$ cat config.mk
export PLATFORM = sky130hd
export DESIGN_NAME = cache_line_sequencer_flat
export DESIGN_NICKNAME = d
export VERILOG_FILES = /design/src/rtl/cache_line_sequencer_if.sv /design/src/rtl/cache_line_sequencer.sv /design/src/flat_wrapper.sv
export SDC_FILE = /design/constraint.sdc
export NUM_CORES = 1
export LEC_CHECK = 0
export BUFFER_PORTS_ARGS = -buffer_cell sky130_fd_sc_hd__clkbuf_2
export CORE_AREA = 3 3 87 81
export CTS_CLUSTER_DIAMETER = 100
export DETAILED_ROUTE_END_ITERATION = 10
export DIE_AREA = 0 0 90 84
export PLACE_DENSITY = 0.68
export SLEW_MARGIN = 15
export SYNTH_ARGS = -nofsm -noshare
export SYNTH_HDL_FRONTEND = slang
export SYNTH_SLANG_ARGS = --single-unit
export TNS_END_PERCENT = 50
$ cat constraint.sdc
create_clock -name clk -period 1.5 [get_ports clk]
set_input_delay 0.225 -clock clk [delete_from_list [all_inputs] [get_ports clk]]
set_output_delay 0.225 -clock clk [all_outputs]
set_load 0.05 [all_outputs]
$ cat src/rtl/cache_line_sequencer_if.sv
// Request, cache-array and memory-bus bundle for cache_line_sequencer.
// master is the sequencer side; slave is the cache/memory/requester side.
// Purely combinational wiring, no storage.
interface cache_line_sequencer_if #(
    parameter int LADDR_W = 15,
    parameter int DATA_W  = 16
);
    logic               req_valid;
    logic               req_ready;
    logic               req_wb;
    logic               req_fill;
    logic [LADDR_W-1:0] req_victim_addr;
    logic [LADDR_W-1:0] req_fill_addr;
    logic [2:0]         wb_idx;
    logic [DATA_W-1:0]  wb_data;
    logic [1:0]         mem_cmd;
    logic [LADDR_W-1:0] mem_addr;
    logic [DATA_W-1:0]  mem_wdata;
    logic [DATA_W-1:0]  mem_rdata;
    logic               mem_beat;
    logic               fill_we;
    logic [2:0]         fill_idx;
    logic [DATA_W-1:0]  fill_data;
    logic               done;
    logic               err;

    modport master (
        input  req_valid, req_wb, req_fill, req_victim_addr, req_fill_addr,
               wb_data, mem_rdata, mem_beat,
        output req_ready, wb_idx, mem_cmd, mem_addr, mem_wdata,
               fill_we, fill_idx, fill_data, done, err
    );

    modport slave (
        output req_valid, req_wb, req_fill, req_victim_addr, req_fill_addr,
               wb_data, mem_rdata, mem_beat,
        input  req_ready, wb_idx, mem_cmd, mem_addr, mem_wdata,
               fill_we, fill_idx, fill_data, done, err
    );
endinterface

$ cat src/rtl/cache_line_sequencer.sv
// Cache line writeback/fill sequencer: optional 8-beat victim writeback, then optional 8-beat line fill.
// Latency: fill-only with beats every cycle completes (done) 10 cycles after accept; writeback adds 9.
// Backpressure: req_ready only in IDLE; mem_beat paces each beat. SEQ_WATCHDOG_EN adds a stalled-beat abort.
module cache_line_sequencer #(
    parameter int BEATS   = 8,
    parameter int LADDR_W = 15,
    parameter int DATA_W  = 16,
    parameter int TIMEOUT = 255
) (
    input  logic                   clk,
    input  logic                   R_n,
    cache_line_sequencer_if.master bus
);

    typedef enum logic [2:0] {
        IDLE      = 3'd0,
        WB_CMD    = 3'd1,
        WB_DATA   = 3'd2,
        FILL_CMD  = 3'd3,
        FILL_DATA = 3'd4,
        DONE      = 3'd5
    } state_t;

    // The beat counter is a fixed 3 bits, so only 8-beat lines are supported.
    if (BEATS != 8 || TIMEOUT < 1) begin : g_param_check
        $error("cache_line_sequencer: BEATS must be 8 and TIMEOUT at least 1");
    end

    localparam logic [2:0] LAST_IDX = 3'(BEATS - 1);

    state_t             state, state_nxt;
    logic [2:0]         cnt, cnt_nxt;
    logic               wb_lat, fill_lat;
    logic [LADDR_W-1:0] victim_lat, fill_addr_lat;
    logic               accept;
    logic               timeout_hit;

    assign accept = bus.req_valid && (state == IDLE);

    // Request fields are captured once at accept and held for the whole operation.
    always_ff @(posedge clk or negedge R_n) begin
        if (!R_n) begin
            wb_lat        <= 1'b0;
            fill_lat      <= 1'b0;
            victim_lat    <= '0;
            fill_addr_lat <= '0;
        end else if (accept) begin
            wb_lat        <= bus.req_wb;
            fill_lat      <= bus.req_fill;
            victim_lat    <= bus.req_victim_addr;
            fill_addr_lat <= bus.req_fill_addr;
        end
    end

    // State and beat counter registers.
    always_ff @(posedge clk or negedge R_n) begin
        if (!R_n) begin
            state <= IDLE;
            cnt   <= 3'd0;
        end else begin
            state <= state_nxt;
            cnt   <= cnt_nxt;
        end
    end

`ifdef SEQ_WATCHDOG_EN
    localparam int WD_W = $clog2(TIMEOUT + 1);

    logic [WD_W-1:0] wd_cnt;
    logic            in_data;

    assign in_data     = (state == WB_DATA) || (state == FILL_DATA);
    // Fires on the TIMEOUT-th consecutive beatless cycle of a data phase.
    assign timeout_hit = in_data && !bus.mem_beat && (wd_cnt == WD_W'(TIMEOUT - 1));

    // Watchdog restarts on every beat and whenever a data phase is not active.
    always_ff @(posedge clk or negedge R_n) begin
        if (!R_n) begin
            wd_cnt <= '0;
        end else if (!in_data || bus.mem_beat || timeout_hit) begin
            wd_cnt <= '0;
        end else begin
            wd_cnt <= wd_cnt + 1'b1;
        end
    end
`else
    assign timeout_hit = 1'b0;
`endif

    assign bus.err = timeout_hit;

    // Next-state, counter and all bus outputs; outputs idle at zero outside their phase.
    always_comb begin
        state_nxt     = state;
        cnt_nxt       = cnt;
        bus.req_ready = 1'b0;
        bus.mem_cmd   = 2'b00;
        bus.mem_addr  = '0;
        bus.mem_wdata = '0;
        bus.wb_idx    = 3'd0;
        bus.fill_we   = 1'b0;
        bus.fill_idx  = 3'd0;
        bus.fill_data = '0;
        bus.done      = 1'b0;
        unique case (state)
            IDLE: begin
                bus.req_ready = 1'b1;
                if (bus.req_valid) begin
                    if (bus.req_wb)        state_nxt = WB_CMD;
                    else if (bus.req_fill) state_nxt = FILL_CMD;
                    else                   state_nxt = DONE;
                end
            end
            WB_CMD: begin
                bus.mem_cmd  = 2'b11;
                bus.mem_addr = victim_lat;
                cnt_nxt      = 3'd0;
                state_nxt    = WB_DATA;
            end
            WB_DATA: begin
                bus.wb_idx    = cnt;
                bus.mem_wdata = bus.wb_data;
                if (timeout_hit) begin
                    bus.done  = 1'b1;
                    cnt_nxt   = 3'd0;
                    state_nxt = IDLE;
                end else if (bus.mem_beat) begin
                    cnt_nxt = cnt + 3'd1;
                    if (cnt == LAST_IDX) state_nxt = fill_lat ? FILL_CMD : DONE;
                end
            end
            FILL_CMD: begin
                bus.mem_cmd  = 2'b10;
                bus.mem_addr = fill_addr_lat;
                cnt_nxt      = 3'd0;
                state_nxt    = FILL_DATA;
            end
            FILL_DATA: begin
                bus.fill_idx  = cnt;
                bus.fill_data = bus.mem_rdata;
                if (timeout_hit) begin
                    bus.done  = 1'b1;
                    cnt_nxt   = 3'd0;
                    state_nxt = IDLE;
                end else if (bus.mem_beat) begin
                    bus.fill_we = 1'b1;
                    cnt_nxt     = cnt + 3'd1;
                    if (cnt == LAST_IDX) state_nxt = DONE;
                end
            end
            DONE: begin
                bus.done  = 1'b1;
                state_nxt = IDLE;
            end
            default: begin
                state_nxt = IDLE;
            end
        endcase
    end

endmodule

$ cat src/flat_wrapper.sv
// flat-port wrapper written by rule: the top's interface ports become plain ports
module cache_line_sequencer_flat 
#(
    parameter int BEATS   = 8,
    parameter int LADDR_W = 15,
    parameter int DATA_W  = 16,
    parameter int TIMEOUT = 255
)
  (clk, R_n, bus_req_valid, bus_req_wb, bus_req_fill, bus_req_victim_addr, bus_req_fill_addr, bus_wb_data, bus_mem_rdata, bus_mem_beat, bus_req_ready, bus_wb_idx, bus_mem_cmd, bus_mem_addr, bus_mem_wdata, bus_fill_we, bus_fill_idx, bus_fill_data, bus_done, bus_err);
  cache_line_sequencer_if #(.LADDR_W(LADDR_W), .DATA_W(DATA_W)) bus_i ();
  input  logic clk;
  input  logic R_n;
  input wire logic [$bits(bus_i.req_valid)-1:0] bus_req_valid;
  input wire logic [$bits(bus_i.req_wb)-1:0] bus_req_wb;
  input wire logic [$bits(bus_i.req_fill)-1:0] bus_req_fill;
  input wire logic [$bits(bus_i.req_victim_addr)-1:0] bus_req_victim_addr;
  input wire logic [$bits(bus_i.req_fill_addr)-1:0] bus_req_fill_addr;
  input wire logic [$bits(bus_i.wb_data)-1:0] bus_wb_data;
  input wire logic [$bits(bus_i.mem_rdata)-1:0] bus_mem_rdata;
  input wire logic [$bits(bus_i.mem_beat)-1:0] bus_mem_beat;
  output wire logic [$bits(bus_i.req_ready)-1:0] bus_req_ready;
  output wire logic [$bits(bus_i.wb_idx)-1:0] bus_wb_idx;
  output wire logic [$bits(bus_i.mem_cmd)-1:0] bus_mem_cmd;
  output wire logic [$bits(bus_i.mem_addr)-1:0] bus_mem_addr;
  output wire logic [$bits(bus_i.mem_wdata)-1:0] bus_mem_wdata;
  output wire logic [$bits(bus_i.fill_we)-1:0] bus_fill_we;
  output wire logic [$bits(bus_i.fill_idx)-1:0] bus_fill_idx;
  output wire logic [$bits(bus_i.fill_data)-1:0] bus_fill_data;
  output wire logic [$bits(bus_i.done)-1:0] bus_done;
  output wire logic [$bits(bus_i.err)-1:0] bus_err;
  assign bus_i.req_valid = bus_req_valid;
  assign bus_i.req_wb = bus_req_wb;
  assign bus_i.req_fill = bus_req_fill;
  assign bus_i.req_victim_addr = bus_req_victim_addr;
  assign bus_i.req_fill_addr = bus_req_fill_addr;
  assign bus_i.wb_data = bus_wb_data;
  assign bus_i.mem_rdata = bus_mem_rdata;
  assign bus_i.mem_beat = bus_mem_beat;
  assign bus_req_ready = bus_i.req_ready;
  assign bus_wb_idx = bus_i.wb_idx;
  assign bus_mem_cmd = bus_i.mem_cmd;
  assign bus_mem_addr = bus_i.mem_addr;
  assign bus_mem_wdata = bus_i.mem_wdata;
  assign bus_fill_we = bus_i.fill_we;
  assign bus_fill_idx = bus_i.fill_idx;
  assign bus_fill_data = bus_i.fill_data;
  assign bus_done = bus_i.done;
  assign bus_err = bus_i.err;
  cache_line_sequencer #(.BEATS(BEATS), .LADDR_W(LADDR_W), .DATA_W(DATA_W), .TIMEOUT(TIMEOUT)) u_core (.clk(clk), .R_n(R_n), .bus(bus_i));
endmodule
---- After elaboration in Yosys (flattened, before gate mapping) ----
Cells that the tools add are included.
Widths: inputs -> output; s select.
operators by class
  multiplexer cells ....................... 21
  eq/ne operators ......................... 12
  reduce and logical (&&, ||, !) cells .... 7
  $add $sub $neg .......................... 1
operators with widths
  cell                 number
  $mux 3               11
  $mux 16              2
  $pmux 15 s2          1
  $pmux 3 s5           1
  $eq 3x3->1 const B   3
  $eq 3x2->1 const B   2
  $ne 2x1->1 const B   3
  $ne 2x2->1 const B   3
  $pmux 3 s2           1
  $reduce_and 5->1     1
  $mux 1               4
  $pmux 2 s2           1
  $reduce_or 2->1      2
  $add 3x1->3 const B  1
  $eq 3x1->1 const B   1
  $logic_not 3->1      1
  $reduce_and 2->1     1
  $reduce_bool 2->1    1
  $logic_and 1x1->1    1
storage, ports and cells
  logic and storage cells ................. 46
  flip-flop bits (word level) ............. 37
  input port bits ......................... 68

---- Longest topological paths before layout ----
Gate-level depths: netlist of run 1.
  depth in word-level cells ............... 4
  depth in mapped cells ................... 5
  depth with buffers taken out ............ 5

---- Worst setup path before layout of run 1 ----
OpenSTA, ideal clock, no wires.
  path kind ............................... register to output
  start point ............................. register u_core.state[2]
  end point ............................... output bus_req_ready
  buffers on the path ..................... 2
  stages on the path, launching flop included .. 4
  arrival ................................. 1.838 ns
  path slack .............................. -0.563 ns
  cell sequence ........................... dfrtp_1 -> clkbuf_1 -> clkbuf_1 -> nor3_1
between the ends
  longest elaborated chain between the ends .. 2
ends and longest elaborated chain
  what                    RTL line                     source
  from (decl)             cache_line_sequencer.sv:31   state_t state, state_nxt;
  from (signal assigned)  cache_line_sequencer.sv:61   state <= state_nxt;
  $logic_not 3->1         cache_line_sequencer.sv:105  unique case (state)
  $mux 1                  cache_line_sequencer.sv:105
  to (decl)               flat_wrapper.sv:21           output wire logic [$bits(bus_i.req_ready)-1:0] bus_req_ready;
Every way passes these cells.

---- Final worst setup path of run 1 ----
  start point ............................. register u_core.state[1]
  end point ............................... output bus_mem_addr[1]
between the ends
  longest elaborated chain between the ends .. 2
ends and longest elaborated chain
  what                                      RTL line                     source
  $eq 3x2->1 or $eq 3x1->1 (tied branches)  cache_line_sequencer.sv:105
  $pmux 15 s2 (*)                           cache_line_sequencer.sv:105
  to (decl)                                 flat_wrapper.sv:24           output wire logic [$bits(bus_i.mem_addr)-1:0] bus_mem_addr;
Every way passes the cells marked *; elsewhere a longest branch is shown, timed or not.

==> results of run 1 <==
stage by stage:
| step | utilization, % | std cells |
|---|---|---|
| floorplan | - | 211 |
| global placement | 53.64 | 421 |
| detailed placement | 53.64 | 421 |
| CTS | 66.34 | 435 |
| global route | 69.84 | 439 |
| finish | 69.84 | 439 |
worst max-delay path, delay by kind of cell, from the launching register on:
kind | cells | cell delay, ns
simple gates | 1 | 0.05
buf+inv | 2 | 0.36
mux | 1 | 0.29
flops | 1 | 0.51
cell families (layout without fill, tap and decap cells):
logic type	count (synthesis)	in the layout
AO/OA/AOI/OAI	18	18
multiplexers	45	45
adder cells (fa/ha/maj)	2	2
buffers and inverters	25	166
other	1	1
flip-flops	37	37
AND/OR/NAND/NOR	83	83
flip-flops by register name, summed over array words and instances, names as in the netlist:
name                  flops
u_core.fill_addr_lat     15
u_core.victim_lat        15
u_core.cnt                3
u_core.state              3
u_core.fill_lat           1
repair_timing:
item | in CTS | in global routing
endpoints found under the hold margin | 37 | 0
resized for setup | 143 | 72
buffers inserted | 3 | 2
pin swaps | 4 | 4
hold buffers | 1 | 0
cloned | 2 | 2
endpoints found under the setup margin | 89 | 89
layer usage:
metal | wire [µm] | global-route usage [%] | share of wire [%] | up-vias
met3 | 527 | 4.599 | 7.5 | 4
met2 | 3508 | 31.82 | 50 | 103
li1 | - | - | - | 1043
met4 | 27 | 2.921 | 0.38 | 0
met1 | 2965 | 22.53 | 42 | 1030
met5 | 0 | 0 | 0 | -
cells in the final DEF, fill, tap and decap left out, types with 2 or more instances in the layout:
master,synthesis,final
mux2i_4,0,9
buf_8,0,37
nor2b_1,2,2
clkbuf_16,0,6
dfrtp_2,0,3
buf_4,1,9
mux2_4,0,3
dfrtp_1,37,34
o2111ai_1,2,2
clkbuf_8,0,10
nor2_4,0,18
and3_1,43,8
mux2i_2,0,5
clkinvlp_4,0,2
mux2_2,26,25
nor2_1,21,3
nand4_1,3,3
a21oi_1,2,2
clkbuf_4,0,2
clkbuf_2,2,67
and3_2,0,8
a31oi_1,3,3
buf_12,0,10
and3_4,0,27
a32oi_1,2,2
nand2_1,7,6
ha_1,2,2
o21ai_0,5,5
buf_6,3,17
mux2_1,4,2
inv_1,4,2
power groups by stage:
stage          clock network (mW)  logic [mW]  registers (mW)
2_1_floorplan                   0        3.78            1.72
3_3_place_gp                    0        4.80            1.80
3_5_place_dp                    0        4.87            1.84
4_1_cts                     0.727        6.05            1.94
5_1_grt                     0.767        6.96            2.09
6_report                    0.702        6.60            2.01
worst paths after layout:
kind	slack, ns	to	start
worst max-delay path	-0.22	bus_mem_addr[1]	u_core.state[1]$_DFFE_PN0P_
worst min-delay path	0.16	u_core.fill_addr_lat[12]$_DFFE_PN0P_	bus_req_fill_addr[12]
worst max register to register	-0.15	u_core.victim_lat[1]$_DFFE_PN0P_	u_core.state[1]$_DFFE_PN0P_
worst min register to register	0.52	u_core.fill_addr_lat[1]$_DFFE_PN0P_	u_core.fill_addr_lat[1]$_DFFE_PN0P_
max in group asynchronous	0.62	u_core.state[1]$_DFFE_PN0P_	R_n
min in group asynchronous	0.52	u_core.fill_addr_lat[11]$_DFFE_PN0P_	R_n
layout make-up:
class	instances	area share [%]
clock buffer	5	1.603
inverter	4	0.4371
sequential	37	21.65
clock inverter	3	0.4953
multi-input combinational	149	36.16
timing repair buffer	154	37.12
tap	87	2.535
==> results.cfg, run 1 <==
[outcome]
violations = negative setup slack
status = complete, but fails checks

[grt]
grt_pass1_vias = 2297
grt_overflow = 0
grt_pass1_wl_um = 11410
antenna_found_initial = 0
grt_max_degree = 38
grt_util_all_layers_pct = 18.02

[yosys]
yosys.cell_types.count = 33
yosys.area.top_type = dfrtp_1
synthCells = 211
ys_top_cells_by_area = dfrtp_1, mux2_2, and3_1, mux2i_1, nor2_1
synth_fa_ha_area_share_pct = 1.157
synth_top_family_by_area = multiplexers
synthArstFlopShare_pct = 100.0
synth-edff-count = 0
synth_compound_area_share_pct = 5.668
syn_avg_cell_area_um2 = 10.25
yosysWarningCount = 0
yosysMostFrequentCell = and3_1
synth_commonest_cells = and3_1, dfrtp_1, mux2_2
ys_seq_area_share_pct = 42.80
synth_top_area_share_pct = 42.80
synth_xor_area_share_pct = 0
synth_area_mm2 = 0.002163
syn_nets = 281
ys_ff_latch = 37
synthFlopType = dfrtp_1
yosys.area_share.simple_pct = 21.80
synth_mux_area_share_pct = 22.56

[timing]
slew_violations = 0
fin_tns_setup_ns = -13.97
layout_min_cycle_time_ns = 1.719
fin_ws_ns = -0.2189
hold_viol = 0
rsz0062_at_grt = true
finalSetupViolCount = 88
period_share_pct = 114.6
skew_ns = 0.006285
max_freq_ghz = 0.5818
hold_ws_ns = 0.1564

[cts]
cts_max_path_buffers = 2
insertion_delay_ns = 0.29
clock_sinks = 37
clk_pin_slew_ns = 0.08
cts_root_buf = clkbuf_8
cts_made_buffers = 5
h-tree-depth = 2
cts_tree = done

[power]
seqPwrFrac_pct = 21.6
power.clock.fraction_pct = 7.5
p_sw_mw = 4.232
p_comb_share_pct = 70.9
internal-power_mw = 5.083
finalPower_mw = 9.315
power_density_mw_per_mm2 = 2169
ir_drop_mv = 1.207
switching_share_pct = 45.43
leakagePower_nw = 1.920

[floorplan]
die_area_mm2 = 0.007560
row_count = 27
die_h_um = 84
ios = 127
start_util_pct = 35.19
core-area_mm2 = 0.006148
die_w_um = 90

[layout]
drive_gt1_share_pct = 75.00
fin_area_mm2 = 0.004294
multi_input_area_mm2 = 0.001553
fillers = 449
nets = 421
antennaDiodeCount = 0
area_growth_pct = 98.50
seq_area_um2 = 929.6

[worst_setup_path]
cp-end-kind = output pin
start_kind = flip-flop
required_ns = 1.27
cp_cell_sequence = buf_6 -> mux2i_1 -> nor2_4 -> clkbuf_8
worst_ep_arrival_time_ns = 1.49
crit_type = reg2out
critPathSlowestCell = dfrtp_2
cp_slowest_stage_delay_ns = 0.51
crit_fanout = 6
r2r_cells = 5

[routing]
drt-pass1-iter-count = 4
via_per_inst = 4.966
wl_per_cell_um = 16.01
antenna_left = 0
drt-initial-drc-count = 87
drc_errors = 0
vias = 2180
wl_um = 7028

[placement]
post-dp-hpwl_um = 4559
placed_area_mm2 = 0.003298
dp_slack_ns = -0.05402
place.gp.congestion = 0.8015
port_buffers = 125

[flow_run]
drv_cap = 0

[worst_hold_path]
hp-class = in2reg
whs_path_depth = 2
Note: power is estimated with default switching activity, not from simulation.
==> run 2, diff against run 1 <==
- PLACE_DENSITY: 0.68 -> not set
- PLACE_DENSITY_LB_ADDON: not set -> 0.15
==> run 2 against run 1 <==
- the flow still finishes with violations (negative setup slack)
- sequential share of layout area increased by 0.13 points
- clock power grew 28%
- routed wire length increased by 1.1%
- clock-buffer cell count increased by 1
- die area is the same
- setup slack improved by 0.013 ns
- cell count is 1.1% higher
==> results.cfg, run 2 (same netlist as run 1, synthesis figures left out) <==
[outcome]
status = complete, but fails checks
violations = negative setup slack

[power]
finalPower_mw = 9.328
power_density_mw_per_mm2 = 2185
leakagePower_nw = 1.919
ir_drop_mv = 1.246

[cts]
cts_tree = done
cts_made_buffers = 5
clock_sinks = 37
insertion_delay_ns = 0.29
clk_pin_slew_ns = 0.08
cts_max_path_buffers = 2
h-tree-depth = 2
cts_root_buf = clkbuf_8

[placement]
port_buffers = 125
dp_slack_ns = -0.06570
place.gp.congestion = 0.7971
post-dp-hpwl_um = 4410

[timing]
slew_violations = 0
period_share_pct = 113.7
rsz0062_at_grt = true
layout_min_cycle_time_ns = 1.706
skew_ns = 0.006864
hold_viol = 0
max_freq_ghz = 0.5862
finalSetupViolCount = 88
fin_ws_ns = -0.2059

[routing]
vias = 2250
wl_um = 7103
drt-initial-drc-count = 98
antenna_left = 0
via_per_inst = 5.068
wl_per_cell_um = 16.00
drc_errors = 0
drt-pass1-iter-count = 4

[floorplan]
row_count = 27
core-area_mm2 = 0.006148
ios = 127
die_w_um = 90
die_h_um = 84
start_util_pct = 35.19
die_area_mm2 = 0.007560

[layout]
fillers = 451
final_cell_mix = clkbuf_2, and3_4, dfrtp_1
drive_gt1_share_pct = 75.35
antennaDiodeCount = 0
utilization_pct = 69.43
multi_input_area_mm2 = 0.001520
seq_area_um2 = 929.6
final_common_cell = clkbuf_2
area_growth_pct = 97.34
largestRegisters = u_core.fill_addr_lat x15, u_core.victim_lat x15
nets = 426

[grt]
grt_overflow = 0
grt_util_all_layers_pct = 18.02
grt_pass1_vias = 2160
antenna_found_initial = 0
grt_max_degree = 25
grt_pass1_wl_um = 11110

[worst_setup_path]
worst_ep_arrival_time_ns = 1.48
required_ns = 1.27
crit_fanout = 23
cp-end-kind = output pin
start_kind = flip-flop
crit_type = reg2out

[flow_run]
drv_cap = 0

[worst_hold_path]
hp-class = in2reg
## run 2: cell types whose count changed in the layout (fill, tap and decap cells not counted), sizes merged
cell	before	now
bufinv	0	1
buf	73	62
clkinv	1	0
inv	4	3
clkbuf	85	102
## run 2: what timing repair did
action,CTS,global route
hold buffers,1,0
pin swaps,1,6
hold endpoints to repair,15,0
setup endpoints to repair,88,88
gates cloned,2,2
setup buffers,5,4
resized for setup,100,50
## run 2: worst paths after layout
kind / start / end / slack, ns / cells past startpoint
worst max-delay path: u_core.state[1]$_DFFE_PN0P_ / bus_fill_idx[0] / -0.21 / 4
worst min-delay path: bus_req_victim_addr[3] / u_core.victim_lat[3]$_DFFE_PN0P_ / 0.15 / 2
worst max register to register: u_core.state[1]$_DFFE_PN0P_ / u_core.fill_addr_lat[5]$_DFFE_PN0P_ / -0.17 / 4
worst min register to register: u_core.victim_lat[3]$_DFFE_PN0P_ / u_core.victim_lat[3]$_DFFE_PN0P_ / 0.51 / 1
max in group asynchronous: R_n / u_core.state[2]$_DFFE_PN0P_ / 0.62 / 3
min in group asynchronous: R_n / u_core.fill_addr_lat[10]$_DFFE_PN0P_ / 0.40 / 2
## run 2: cell type report
| cell class | instances | area share, % |
|---|---|---|
| Timing Repair Buffer | 159 | 36.81 |
| Inverter | 4 | 0.4396 |
| Tap cell | 87 | 2.550 |
| Multi-Input combinational cell | 149 | 35.61 |
| Clock inverter | 2 | 0.8793 |
| Sequential cell | 37 | 21.78 |
| Clock buffer | 6 | 1.934 |
## run 2: stage by stage
stage | hold WS [ns] | instance area, µm² | cells | TNS (ns)
after floorplan | -0.07059 | 2446 | 211 | -3.334
after global placement | 0.1815 | 3433 | 422 | -1.716
after detailed placement | 0.1855 | 3433 | 422 | -2.382
after CTS | 0.1420 | 4066 | 438 | -15.63
after global routing | 0.1407 | 4269 | 444 | -19.29
final | 0.1464 | 4269 | 444 | -14.30
## run 2: routing by layer
layer	share of wire (%)	global-route usage (%)
met2	51	30.87
met3	7.2	4.779
met5	0	0
met1	41	22.28
met4	1.0	5.146
## run 2: critical path: stages (launching register included)
cell,delay (ns)
dfrtp_2,0.46
nor2_2,0.16
buf_12,0.17
and3_4,0.20
clkbuf_8,0.18
## run 2: where the power goes
group | switching (mW) | internal, mW | leakage (nW) | total, mW
Clock | 0.359 | 0.540 | 0.0574 | 0.899
Combinational | 3.36 | 3.16 | 1.42 | 6.51
Sequential | 0.402 | 1.51 | 0.438 | 1.91
Total | 4.12 | 5.21 | 1.92 | 9.33
